==> src/rtl/piso_serializer_pkg.sv <==
// Shared types and helpers for the parallel-in / serial-out serializer.
package piso_serializer_pkg;

  typedef enum logic [0:0] {
    StIdle  = 1'b0,
    StShift = 1'b1
  } state_e;

  // Bit counter width for an N-bit word; N >= 2 keeps this at least 1.
  function automatic int unsigned cnt_width(input int unsigned n);
    return (n < 2) ? 1 : $clog2(n);
  endfunction

endpackage

==> src/rtl/piso_serializer_bit_counter.sv <==
// Saturating bit counter with synchronous clear and terminal-count flag at N-1.
module piso_serializer_bit_counter #(
  parameter int unsigned N     = 8,
  parameter int unsigned Width = 3
) (
  input  logic             clk,
  input  logic             n_reset,
  input  logic             clear,
  input  logic             enable,
  output logic [Width-1:0] count,
  output logic             term
);

  localparam logic [Width-1:0] Last = Width'(N - 1);

  logic [Width-1:0] count_q, count_d;

  assign term  = (count_q == Last);
  assign count = count_q;

  always_comb begin
    count_d = count_q;
    if (clear) begin
      count_d = '0;
    end else if (enable && !term) begin
      count_d = count_q + 1'b1;
    end
  end

  always_ff @(posedge clk or negedge n_reset) begin
    if (!n_reset) begin
      count_q <= '0;
    end else begin
      count_q <= count_d;
    end
  end

endmodule

==> src/rtl/piso_serializer.sv <==
// N-bit parallel-in, LSB-first serial-out shifter with valid/ready load handshake.
module piso_serializer
  import piso_serializer_pkg::*;
#(
  parameter int unsigned N = 8
) (
  input  logic         clk,
  input  logic         n_reset,
  input  logic [N-1:0] data_in,
  input  logic         load_valid,
  output logic         load_ready,
  output logic         serial_out,
  output logic         serial_valid,
  output logic         frame_done,
  output logic         busy
);

  localparam int unsigned CntW = cnt_width(N);

  state_e          state_q, state_d;
  logic [N-1:0]    shift_q, shift_d;
  logic [CntW-1:0] cnt;
  logic            term;
  logic            accept;
  logic            cnt_clear;
  logic            cnt_enable;

  piso_serializer_bit_counter #(
    .N     (N),
    .Width (CntW)
  ) u_bit_counter (
    .clk     (clk),
    .n_reset (n_reset),
    .clear   (cnt_clear),
    .enable  (cnt_enable),
    .count   (cnt),
    .term    (term)
  );

  logic unused_cnt;
  assign unused_cnt = ^cnt;

  assign accept = load_valid && load_ready;

  always_comb begin
    state_d      = state_q;
    shift_d      = shift_q;
    cnt_clear    = 1'b0;
    cnt_enable   = 1'b0;
    load_ready   = 1'b1;
    serial_out   = 1'b0;
    serial_valid = 1'b0;
    frame_done   = 1'b0;
    busy         = 1'b0;
    unique case (state_q)
      StIdle: begin
        cnt_clear = 1'b1;
        if (accept) begin
          state_d = StShift;
          shift_d = data_in;
        end
      end
      StShift: begin
        serial_out   = shift_q[0];
        serial_valid = 1'b1;
        busy         = 1'b1;
        load_ready   = term;
        frame_done   = term;
        if (term) begin
          cnt_clear = 1'b1;
          if (accept) begin
            // Reload in the last-bit cycle keeps back-to-back words gapless.
            shift_d = data_in;
          end else begin
            state_d = StIdle;
            shift_d = '0;
          end
        end else begin
          cnt_enable = 1'b1;
          shift_d    = {1'b0, shift_q[N-1:1]};
        end
      end
      default: begin
        state_d = StIdle;
      end
    endcase
  end

  always_ff @(posedge clk or negedge n_reset) begin
    if (!n_reset) begin
      state_q <= StIdle;
      shift_q <= '0;
    end else begin
      state_q <= state_d;
      shift_q <= shift_d;
    end
  end

endmodule

==> config.mk <==
export PLATFORM = sky130hd
export DESIGN_NAME = piso_serializer
export DESIGN_NICKNAME = d
export VERILOG_FILES = /design/src/rtl/piso_serializer_pkg.sv /design/src/rtl/piso_serializer_bit_counter.sv /design/src/rtl/piso_serializer.sv
export SDC_FILE = /design/constraint.sdc
export NUM_CORES = 1
export LEC_CHECK = 0
export ABC_AREA = 1
export CORE_MARGIN = 10
export CORE_UTILIZATION = 40
export DETAILED_ROUTE_END_ITERATION = 12
export PLACE_DENSITY = 0.66
export SYNTH_ARGS = -nofsm -noshare
export SYNTH_HDL_FRONTEND = slang
export SYNTH_HIERARCHICAL = 1
export SYNTH_SLANG_ARGS = --single-unit
==> constraint.sdc <==
create_clock -name clk -period 3.9 [get_ports clk]
set_input_delay 0.78 -clock clk [delete_from_list [all_inputs] [get_ports clk]]
set_output_delay 0.78 -clock clk [all_outputs]
set_load 0.01 [all_outputs]
== Yosys cells after proc, flatten, opt, wreduce, memory -nomap -nowiden ==
Cells that the tools add are included.
Cells by class
  add/sub/neg operators: 1
  equality and inequality tests: 2
  mux-type cells: 17
  bitwise operators: 1
  reductions and logical operators: 4
Operators with widths (number)
  $mux 8: 3
  $pmux 8 s2: 1
  $mux 1: 9
  $mux 3: 2
  $pmux 1 s2: 2
  $add 3x1->3 const B: 1
  $eq 3x3->1 const B: 1
  $logic_and 1x1->1: 2
  $ne 2x2->1 const B: 1
  $reduce_bool 2->1: 1
  $logic_not 1->1: 1
  $not 1->1: 1
Storage, ports and cells
  flip-flop bits (word level): 12
  output and inout port bits: 5
  word-level logic and storage cells: 28

== Longest topological paths before layout ==
Gate-level depths: netlist of run 1.
  depth after elaboration: 6
  mapped depth: 9

== Modules after synthesis ==
Netlist of run 1, hierarchy kept.
Modules (own cells, without submodules)
  piso_serializer: instances 1, cells an instance 77, area an instance 536.8 um^2
  piso_serializer_bit_counter: instances 1, cells an instance 20, area an instance 175.2 um^2

== Worst setup path before layout of run 1 ==
Ideal clock, no wire load.
  path kind: register to output
  start point: register u_bit_counter.count_q[0] (netlist: u_bit_counter/count[0])
  end point: output load_ready
  data arrival time: 1.159 ns
  required time: 3.120 ns
  slack: 1.961 ns
  stages on the path, launching flop included: 5
  path buffers: 0
  cells stage by stage: dfrtp_1 -> ha_1 -> ha_1 -> inv_1 -> nand2_1
Between the ends
  longest elaborated chain between the ends: 2
Ends and longest elaborated chain
  start: declaration: line piso_serializer_bit_counter.sv:16  | logic [Width-1:0] count_q, count_d;
  start signal: assignment: line piso_serializer_bit_counter.sv:34  | count_q <= count_d;
  $eq 3x3->1: line piso_serializer_bit_counter.sv:18  | assign term = (count_q == Last);
  net term: line piso_serializer.sv:23  | logic term;
  $mux 1: line piso_serializer.sv:55  | unique case (state_q)
  end: declaration: line piso_serializer.sv:11  | output logic load_ready,
The timed path passes the listed nets, and every way through them passes these cells.

== Final worst setup path of run 1 ==
Ends and elaborated chain as after synthesis.

==> reports/qor.yml, run 1 <==
pwr-share-comb_pct: 46.8
clk_path_buf_depth: 2
synthCells: 97
clock_latency_ns: 0.27
crit_fanout: 8
path_cells: "ha_1, ha_1, inv_1, nand2_1, clkdlybuf4s50_1"
yosys.area_share.simple_pct: 34.1
cp_common_cell: "ha_1"
slew_headroom_pct: 62.3
async_flop_share_pct: 100
cp.arrival_ns: 2.05
r2r_end: "u_bit_counter/count[0]"
reg2regPathDepth: 9
start_kind: "flip-flop"
setup_viol: 0
required_ns: 3.12
hp-class: "flip-flop to flip-flop"
clk_pin_slew_worst_paths_ns: 0.09
fin_skew_ns: 0.00401
grt_antenna_before_repair: 0
synth_top_family_by_area: "simple AND/OR/NAND/NOR gates"
min_period_ns: 2.83
rsz0062_at_grt: "no"
vias: 607
start_util_pct: 41.7
yosys-top-cells-count: "21 x nor2_1, 16 x nand2_1, 15 x nand3_1, 14 x inv_1, 12 x dfrtp_1"
rrSetupSlack_ns: 2.13
critPathSlowestCell: "clkdlybuf4s50_1"
core_area_um2: 1710
dieArea_um2: 3870
drc: 0
grt_max_degree: 21
gr-usage-all-layers_pct: 7.91
crit_type: "flip-flop to output port"
portBuffers: 15
fmax_ghz: 0.353
synthAdderAreaFrac_pct: 3.51
whs_endpoint: "shift_q[4]"
maxCapViolations: 0
avgSynthCellArea_um2: 7.34
clkPwrFrac_pct: 18.1
p_sw_mw: 0.217
yosysUniqueCellTypes: 15
postRouteAntennaNets: 0
synth_xor_area_share_pct: 0
p_per_area_nw_per_um2: 627
pwr-share-seq_pct: 35.2
layout-drive-gt1-share_pct: 9.73
vias_per_cell: 4.40
sw_frac_of_total_pct: 38.6
fin_crit_sh_pct: 72.7
post-cts-setup-buffer-count: 0
fin_nets: 127
cts_root_buffer: "clkbuf_4"
power.total_mw: 0.562
syn_area_um2: 712
grt_pass1_vias: 611
maxSlewViolCount: 0
drt_iter0_markers: 18
timing.hold.ws_ns: 0.516
cts_tree: "yes"
dr.pass1.iters: 2
cpPeakStageDelay_ns: 0.52
peakVddDrop_mv: 0.318
synth-edff-count: 0
yosysMostFrequentCell: "nor2_1"
core.rowCount: 15
synth_compound_area_share_pct: 4.92
routed_wl_um: 1460
wire_per_inst_um: 10.6
dieHeight_um: 62.2
status: "finished, final reports clean"
cts_resized: 0
die_x_um: 62.2
hpwlAfterDp_um: 1120
cts_num_sinks: 12
r2r_start: "u_bit_counter/count[0]"
h-tree-depth: 1
synth_ff_type: "dfrtp_1"
antenna_cells: 0
syn-num-nets: 110
yosys-top-cells-area: "dfrtp_1 42%, nor2_1 11%, nand3_1 11%"
gp_congestion: 0.798
p_leak_nw: 0.522
synth_top_area_share_pct: 42.2
cts_hold_buf: 0
internal_power_mw: 0.345
hold_depth: 2
tightestPinTransition_ns: 0.563
finalHoldViolCount: 0
yosysWarnings: 6
yosysTopAreaCell: "dfrtp_1"
cts_buffers: 3
grt_pass1_wl_um: 2640
ios: 16
fillers: 162
setup-tns-final_ns: 0
ys_seq_area_share_pct: 42.2
grt_overflow: 0
endpoint_kind: "output port"
syn_to_final_growth_pct: 25.8
ys_ff_latch: 12
synthMuxAreaShare_pct: 0
worstHoldStart: "shift_q[4]"
==> through the flow <==
stage / utilization [%] / worst slack, ns / cells / instance area (um2)
6_report: 52.5 / 1.07 / 138 / 896
4_1_cts: 52.5 / 1.06 / 138 / 896
5_1_grt: 52.5 / 0.912 / 138 / 896
3_3_place_gp: 50.3 / 1.42 / 134 / 860
3_5_place_dp: 50.3 / 1.37 / 134 / 860
2_1_floorplan: - / 1.96 / 97 / 712
==> worst max-delay path: cells and delay by family (launching register included) <==
kind | cells | cell delay (ns)
buffers and inverters | 2 | 0.73
flip-flops | 1 | 0.40
AND/OR/NAND/NOR | 1 | 0.18
adder cells (fa/ha/maj) | 2 | 0.46
==> power by group through the flow <==
| stage | Combinational [mW] | Clock [mW] | Sequential [mW] |
|---|---|---|---|
| after floorplan | 0.195 | 0 | 0.197 |
| after global placement | 0.256 | 0 | 0.199 |
| after detailed placement | 0.266 | 0 | 0.200 |
| after CTS | 0.267 | 0.103 | 0.198 |
| after global routing | 0.307 | 0.111 | 0.204 |
| final | 0.263 | 0.101 | 0.198 |
==> final cells by class <==
type | count | area, um2 | area share [%]
inverter | 17 | 67.6 | 7.54
multi-input combinational | 64 | 303 | 33.8
timing repair buffer | 16 | 158 | 17.6
tap | 25 | 31.3 | 3.49
sequential | 12 | 300 | 33.5
clock buffer | 4 | 36.3 | 4.05
==> logic make-up after synthesis <==
family	count (synthesis)
and+or+nand+nor	55
AOI/OAI and AO/OA	7
adders and majority gates	2
DFF	12
buffers and inverters	21
==> sequential cells by signal, indices dropped and copies added, names as in the netlist <==
signal	flops
shift_q	8
u_bit_counter/count	3
state_q	1
==> routing by layer <==
layer	up-vias	part of all wire, %	GRT usage [%]
li1	328	-	-
met1	271	48	9.16
met2	8	48	13.6
met3	0	3.6	2.51
met4	0	0	2.00
met5	-	0	0
==> how the worst max path moves through the flow <==
stage            endpoint              startpoint  cells after the start
5_1_grt        load_ready  u_bit_counter/count[0]                      5
6_report       load_ready  u_bit_counter/count[0]                      5
2_1_floorplan  load_ready  u_bit_counter/count[0]                      4
4_1_cts        load_ready  u_bit_counter/count[0]                      5
3_3_place_gp   load_ready  u_bit_counter/count[0]                      5
3_5_place_dp   load_ready  u_bit_counter/count[0]                      5
==> placed cells by master, fill, tap and decap left out <==
cell type         n
inv_1            14
ha_1              2
clkdlybuf4s50_1  15
nand2_2           1
nor2_4            1
a21oi_1           7
inv_2             1
clkbuf_4          3
nand3_1          15
clkbuf_8          1
inv_4             1
nor2_1           21
nand2_4           1
clkinv_2          1
dfrtp_1          12
nand2_1          16
buf_4             1
No activity file was read; power rests on OpenSTA's default activity.
==> run 2, diff against run 1 <==
--- a/config.mk
+++ b/config.mk
@@ -9,7 +9,7 @@
 export CORE_MARGIN = 10
 export CORE_UTILIZATION = 40
 export DETAILED_ROUTE_END_ITERATION = 12
-export PLACE_DENSITY = 0.66
+export PLACE_DENSITY = 0.68
 export SYNTH_ARGS = -nofsm -noshare
 export SYNTH_HDL_FRONTEND = slang
 export SYNTH_HIERARCHICAL = 1
==> constraint.sdc (replaced) <==
create_clock -name clk -period 2.4 [get_ports clk]
set_input_delay 0.48 -clock clk [delete_from_list [all_inputs] [get_ports clk]]
set_output_delay 0.48 -clock clk [all_outputs]
set_load 0.01 [all_outputs]
==> run 2 against run 1 <==
Sequential share of layout area is 0.64 points lower; flip-flop and latch count stayed put; highest routed layer is now met4; core utilization is 1.0 points higher; critical path depth stayed put; clock power is 65% higher; global-route usage is 0.84 points higher; worst setup slack worse by 0.89 ns; first-iteration DRC count is 22% lower; cell count is 1.4% higher; die area stayed put; power is 67% higher; clock skew is 0.0027 ns higher.
==> reports/qor.yml, run 2 (same netlist as run 1, synthesis figures left out) <==
vias_per_cell: 4.61
min_period_ns: 2.22
die_x_um: 62.2
fin_nets: 129
clk_path_buf_depth: 2
drt_iter0_markers: 14
path_buf_inv: 2
maxCapViolations: 0
dieHeight_um: 62.2
fmax_ghz: 0.449
p_per_area_nw_per_um2: 1030
dr.pass1.iters: 4
grt_overflow: 0
portBuffers: 15
p_leak_nw: 0.530
setup_viol: 0
grt_pass1_vias: 626
cp.arrival_ns: 1.74
endpoint_kind: "output port"
postRouteAntennaNets: 0
largest_reg_flops: 8
vias: 645
fin_crit_sh_pct: 92.7
tightestPinTransition_ns: 0.543
finalHoldViolCount: 0
layout_common_cells: "21 x nor2_1, 16 x nand2_1, 15 x nand3_1, 15 x clkdlybuf4s50_1, 14 x inv_1"
syn_to_final_growth_pct: 28.3
h-tree-depth: 1
cts_root_buffer: "clkbuf_4"
ios: 16
critPathSlowestCell: "clkdlybuf4s50_1"
crit_fanout: 5
instances_no_fill: 140
start_util_pct: 41.7
path_cells: "ha_1, ha_2, inv_1, nand2_1, clkdlybuf4s50_1"
crit_type: "flip-flop to output port"
rsz0062_at_grt: "no"
cts_tree: "yes"
setup-tns-final_ns: 0
grt_pass1_wl_um: 2790
cts_hold_buf: 0
crit_family: "buffers and inverters"
cts_buffers: 3
grt_max_degree: 16
clock_latency_ns: 0.28
cpPeakStageDelay_ns: 0.54
status: "finished, final reports clean"
dieArea_um2: 3870
hpwlAfterDp_um: 1150
required_ns: 1.92
antenna_cells: 0
fillers: 164
peakVddDrop_mv: 0.552
core.rowCount: 15
largest-register: "shift_q"
final_common_cell: "nor2_1"
slew_headroom_pct: 63.7
routed_wl_um: 1540
fin_skew_ns: 0.00674
gr-usage-all-layers_pct: 8.75
layout-drive-gt1-share_pct: 12.2
cts_num_sinks: 12
start_kind: "flip-flop"
core_area_um2: 1710
hp-class: "flip-flop to flip-flop"
clk_pin_slew_worst_paths_ns: 0.08
drc: 0
maxSlewViolCount: 0
wire_per_inst_um: 11.0
gp_congestion: 0.819
place_inst: 136
grt_antenna_before_repair: 0
run 2: repair_timing:
action	CTS	global route
resized for setup	0	1
endpoints found under the setup margin	0	1
setup buffers	0	0
run 2: metal layers:
| metal | share of wire [%] | track usage [%] |
|---|---|---|
| met2 | 49 | 14.4 |
| met3 | 6.8 | 3.58 |
| met4 | 1.3 | 4.00 |
| met1 | 42 | 9.57 |
| met5 | 0 | 0 |
run 2: path summary, 6_finish.rpt:
kind / cells after the start / slack [ns] / end / start
worst max-delay path: 5 / 0.18 / load_ready / u_bit_counter/count[0]
worst min-delay path: 2 / 0.52 / shift_q[0] / shift_q[0]
worst max register to register: 10 / 0.81 / u_bit_counter/count[0] / u_bit_counter/count[0]
worst min register to register: 2 / 0.52 / shift_q[0] / shift_q[0]
max in group asynchronous: 1 / 1.49 / shift_q[6] / n_reset
min in group asynchronous: 1 / 0.55 / u_bit_counter/count[2] / n_reset
run 2: worst min-delay path, delay by kind of cell, from the launching register on:
| kind | cells | cell delay, ns |
|---|---|---|
| flip-flops | 1 | 0.35 |
| AND/OR/NAND/NOR | 2 | 0.14 |
run 2: layout make-up:
class	instances	area, um2	share of cell area (%)
flip-flops and latches	12	300	32.9
repair buffers	18	173	18.9
multi-input cells	64	305	33.4
inverters	17	67.6	7.40
well taps	25	31.3	3.42
clock buffers	4	36.3	3.97
run 2: metrics by stage:
step / setup slack, ns / cell area [um2] / hold WS (ns) / power (mW) / util (%)
floorplan: 0.761 / 712 / 0.184 / 0.637 / -
global placement: 0.437 / 875 / 0.497 / 0.755 / 51.2
detailed placement: 0.420 / 875 / 0.504 / 0.768 / 51.2
CTS: 0.102 / 911 / 0.522 / 0.937 / 53.3
global route: 0.0685 / 913 / 0.559 / 1.04 / 53.5
finish: 0.175 / 913 / 0.518 / 0.939 / 53.5
run 2: power by group:
group	total, mW	leakage [nW]	switching (mW)	internal [mW]
logic	0.446	0.357	0.243	0.203
clock network	0.167	0.0210	0.0743	0.0923
registers	0.327	0.151	0.0451	0.281
==> run 3, diff against run 2 <==
--- a/config.mk
+++ b/config.mk
@@ -6,7 +6,6 @@
 export NUM_CORES = 1
 export LEC_CHECK = 0
 export ABC_AREA = 1
-export CORE_MARGIN = 10
 export CORE_UTILIZATION = 40
 export DETAILED_ROUTE_END_ITERATION = 12
 export PLACE_DENSITY = 0.68
==> run 3 against run 2 <==
Clock-buffer cell count decreased by 1; sequential power about the same; sequential share of layout area increased by 1.1 points; critical path depth unchanged.
==> reports/qor.yml, run 3 (same netlist as run 1, synthesis figures left out) <==
status: "finished, final reports clean"
finalHoldViolCount: 0
dieArea_um2: 1950
wire_per_inst_um: 10.2
path_cells: "ha_1, ha_2, nand2_1, inv_1, clkdlybuf4s50_1"
fmax_ghz: 0.459
maxSlewViolCount: 0
tightestPinTransition_ns: 0.546
cts_num_sinks: 12
core.rowCount: 14
layout_common_cells: "21 x nor2_1, 16 x nand2_1, 15 x nand3_1"
dieHeight_um: 44.2
grt_overflow: 0
vias: 618
h-tree-depth: 1
clk_pin_slew_worst_paths_ns: 0.07
crit_type: "flip-flop to output port"
dr.pass1.iters: 6
ios: 16
gr-usage-all-layers_pct: 16.1
grt_pass1_wl_um: 2230
required_ns: 1.92
peakVddDrop_mv: 0.531
postRouteAntennaNets: 0
hpwlAfterDp_um: 961
largest-register: "shift_q"
layout-drive-gt1-share_pct: 10.6
endpoint_kind: "output port"
cts_buffers: 3
min_period_ns: 2.18
timing.hold.ws_ns: 0.519
syn_to_final_growth_pct: 24.1
hp-class: "flip-flop to flip-flop"
p_leak_nw: 0.534
routed_wl_um: 1320
largest_reg_flops: 8
cts_root_buffer: "clkbuf_4"
gp_congestion: 0.715
fin_nets: 128
clk_path_buf_depth: 2
setup-tns-final_ns: 0
fin_skew_ns: 0.00219
maxCapViolations: 0
final_common_cell: "nor2_1"
place_area_um2: 856
fillers: 156
post-cts-setup-buffer-count: 0
vias_per_cell: 4.79
core_area_um2: 1580
slew_headroom_pct: 63.5
start_util_pct: 45.2
portBuffers: 15
clock_latency_ns: 0.27
grt_antenna_before_repair: 0
cpPeakStageDelay_ns: 0.52
crit_fanout: 5
cts_hold_buf: 0
die_x_um: 44.2
p_per_area_nw_per_um2: 979
antenna_cells: 0
start_kind: "flip-flop"
grt_max_degree: 15
rsz0062_at_grt: "no"
setup_viol: 0
fin_crit_sh_pct: 90.7
drc: 0
grt_pass1_vias: 524
critPathSlowestCell: "clkdlybuf4s50_1"
fin_area_um2: 883
cts_tree: "yes"
cp.arrival_ns: 1.70
drt_iter0_markers: 11
-- run 3: power by group --
part / leakage, nW / switching (mW) / internal [mW]
Sequential: 0.151 / 0.0482 / 0.282
Clock: 0.0138 / 0.0627 / 0.0580
Combinational: 0.369 / 0.224 / 0.190
-- run 3: final timing paths --
| path | startpoint | endpoint | slack [ns] | cells after the start |
|---|---|---|---|---|
| worst min-delay path | shift_q[4] | shift_q[4] | 0.52 | 2 |
| worst max register to register | u_bit_counter/count[0] | u_bit_counter/count[0] | 0.90 | 9 |
| max in group asynchronous | n_reset | u_bit_counter/count[2] | 1.47 | 1 |
| min in group asynchronous | n_reset | shift_q[1] | 0.57 | 1 |
| worst max-delay path | u_bit_counter/count[0] | frame_done | 0.22 | 5 |
| worst min register to register | shift_q[4] | shift_q[4] | 0.52 | 2 |
-- run 3: stage by stage --
| stage | instances | util, % | total power, mW | setup WS (ns) |
|---|---|---|---|---|
| floorplan | 97 | - | 0.637 | 0.761 |
| global placement | 126 | 54.3 | 0.740 | 0.367 |
| detailed placement | 126 | 54.3 | 0.752 | 0.306 |
| CTS | 129 | 55.9 | 0.884 | 0.0574 |
| global route | 129 | 56.0 | 0.949 | 0.141 |
| finish | 129 | 56.0 | 0.865 | 0.222 |
-- run 3: worst max-delay path, delay by kind of cell, from the launching register on --
kind / cells / cell delay [ns]
buffers and inverters: 2 / 0.57
adders and majority gates: 2 / 0.42
DFF: 1 / 0.37
and+or+nand+nor: 1 / 0.07
-- run 3: what timing repair did --
item                       CTS  global route
gates resized for setup      1             1
setup endpoints to repair    1             1
pin swaps                    0             0
-- run 3: metal layers --
metal	share of wire (%)	vias to the layer above	GRT usage, %	routed length, um
met2	47	10	22.9	616
met4	0.68	0	12.7	9
met5	0	-	0	0
li1	-	332	-	-
met3	3.0	2	2.45	40
met1	49	274	21.4	653
-- run 3: layout make-up --
class | instances | area, um2 | area share (%)
timing repair buffer | 17 | 168 | 19.0
tap | 16 | 20.0 | 2.27
multi-input combinational | 64 | 305 | 34.6
sequential | 12 | 300 | 34.0
clock buffer | 3 | 22.5 | 2.55
inverter | 17 | 67.6 | 7.65
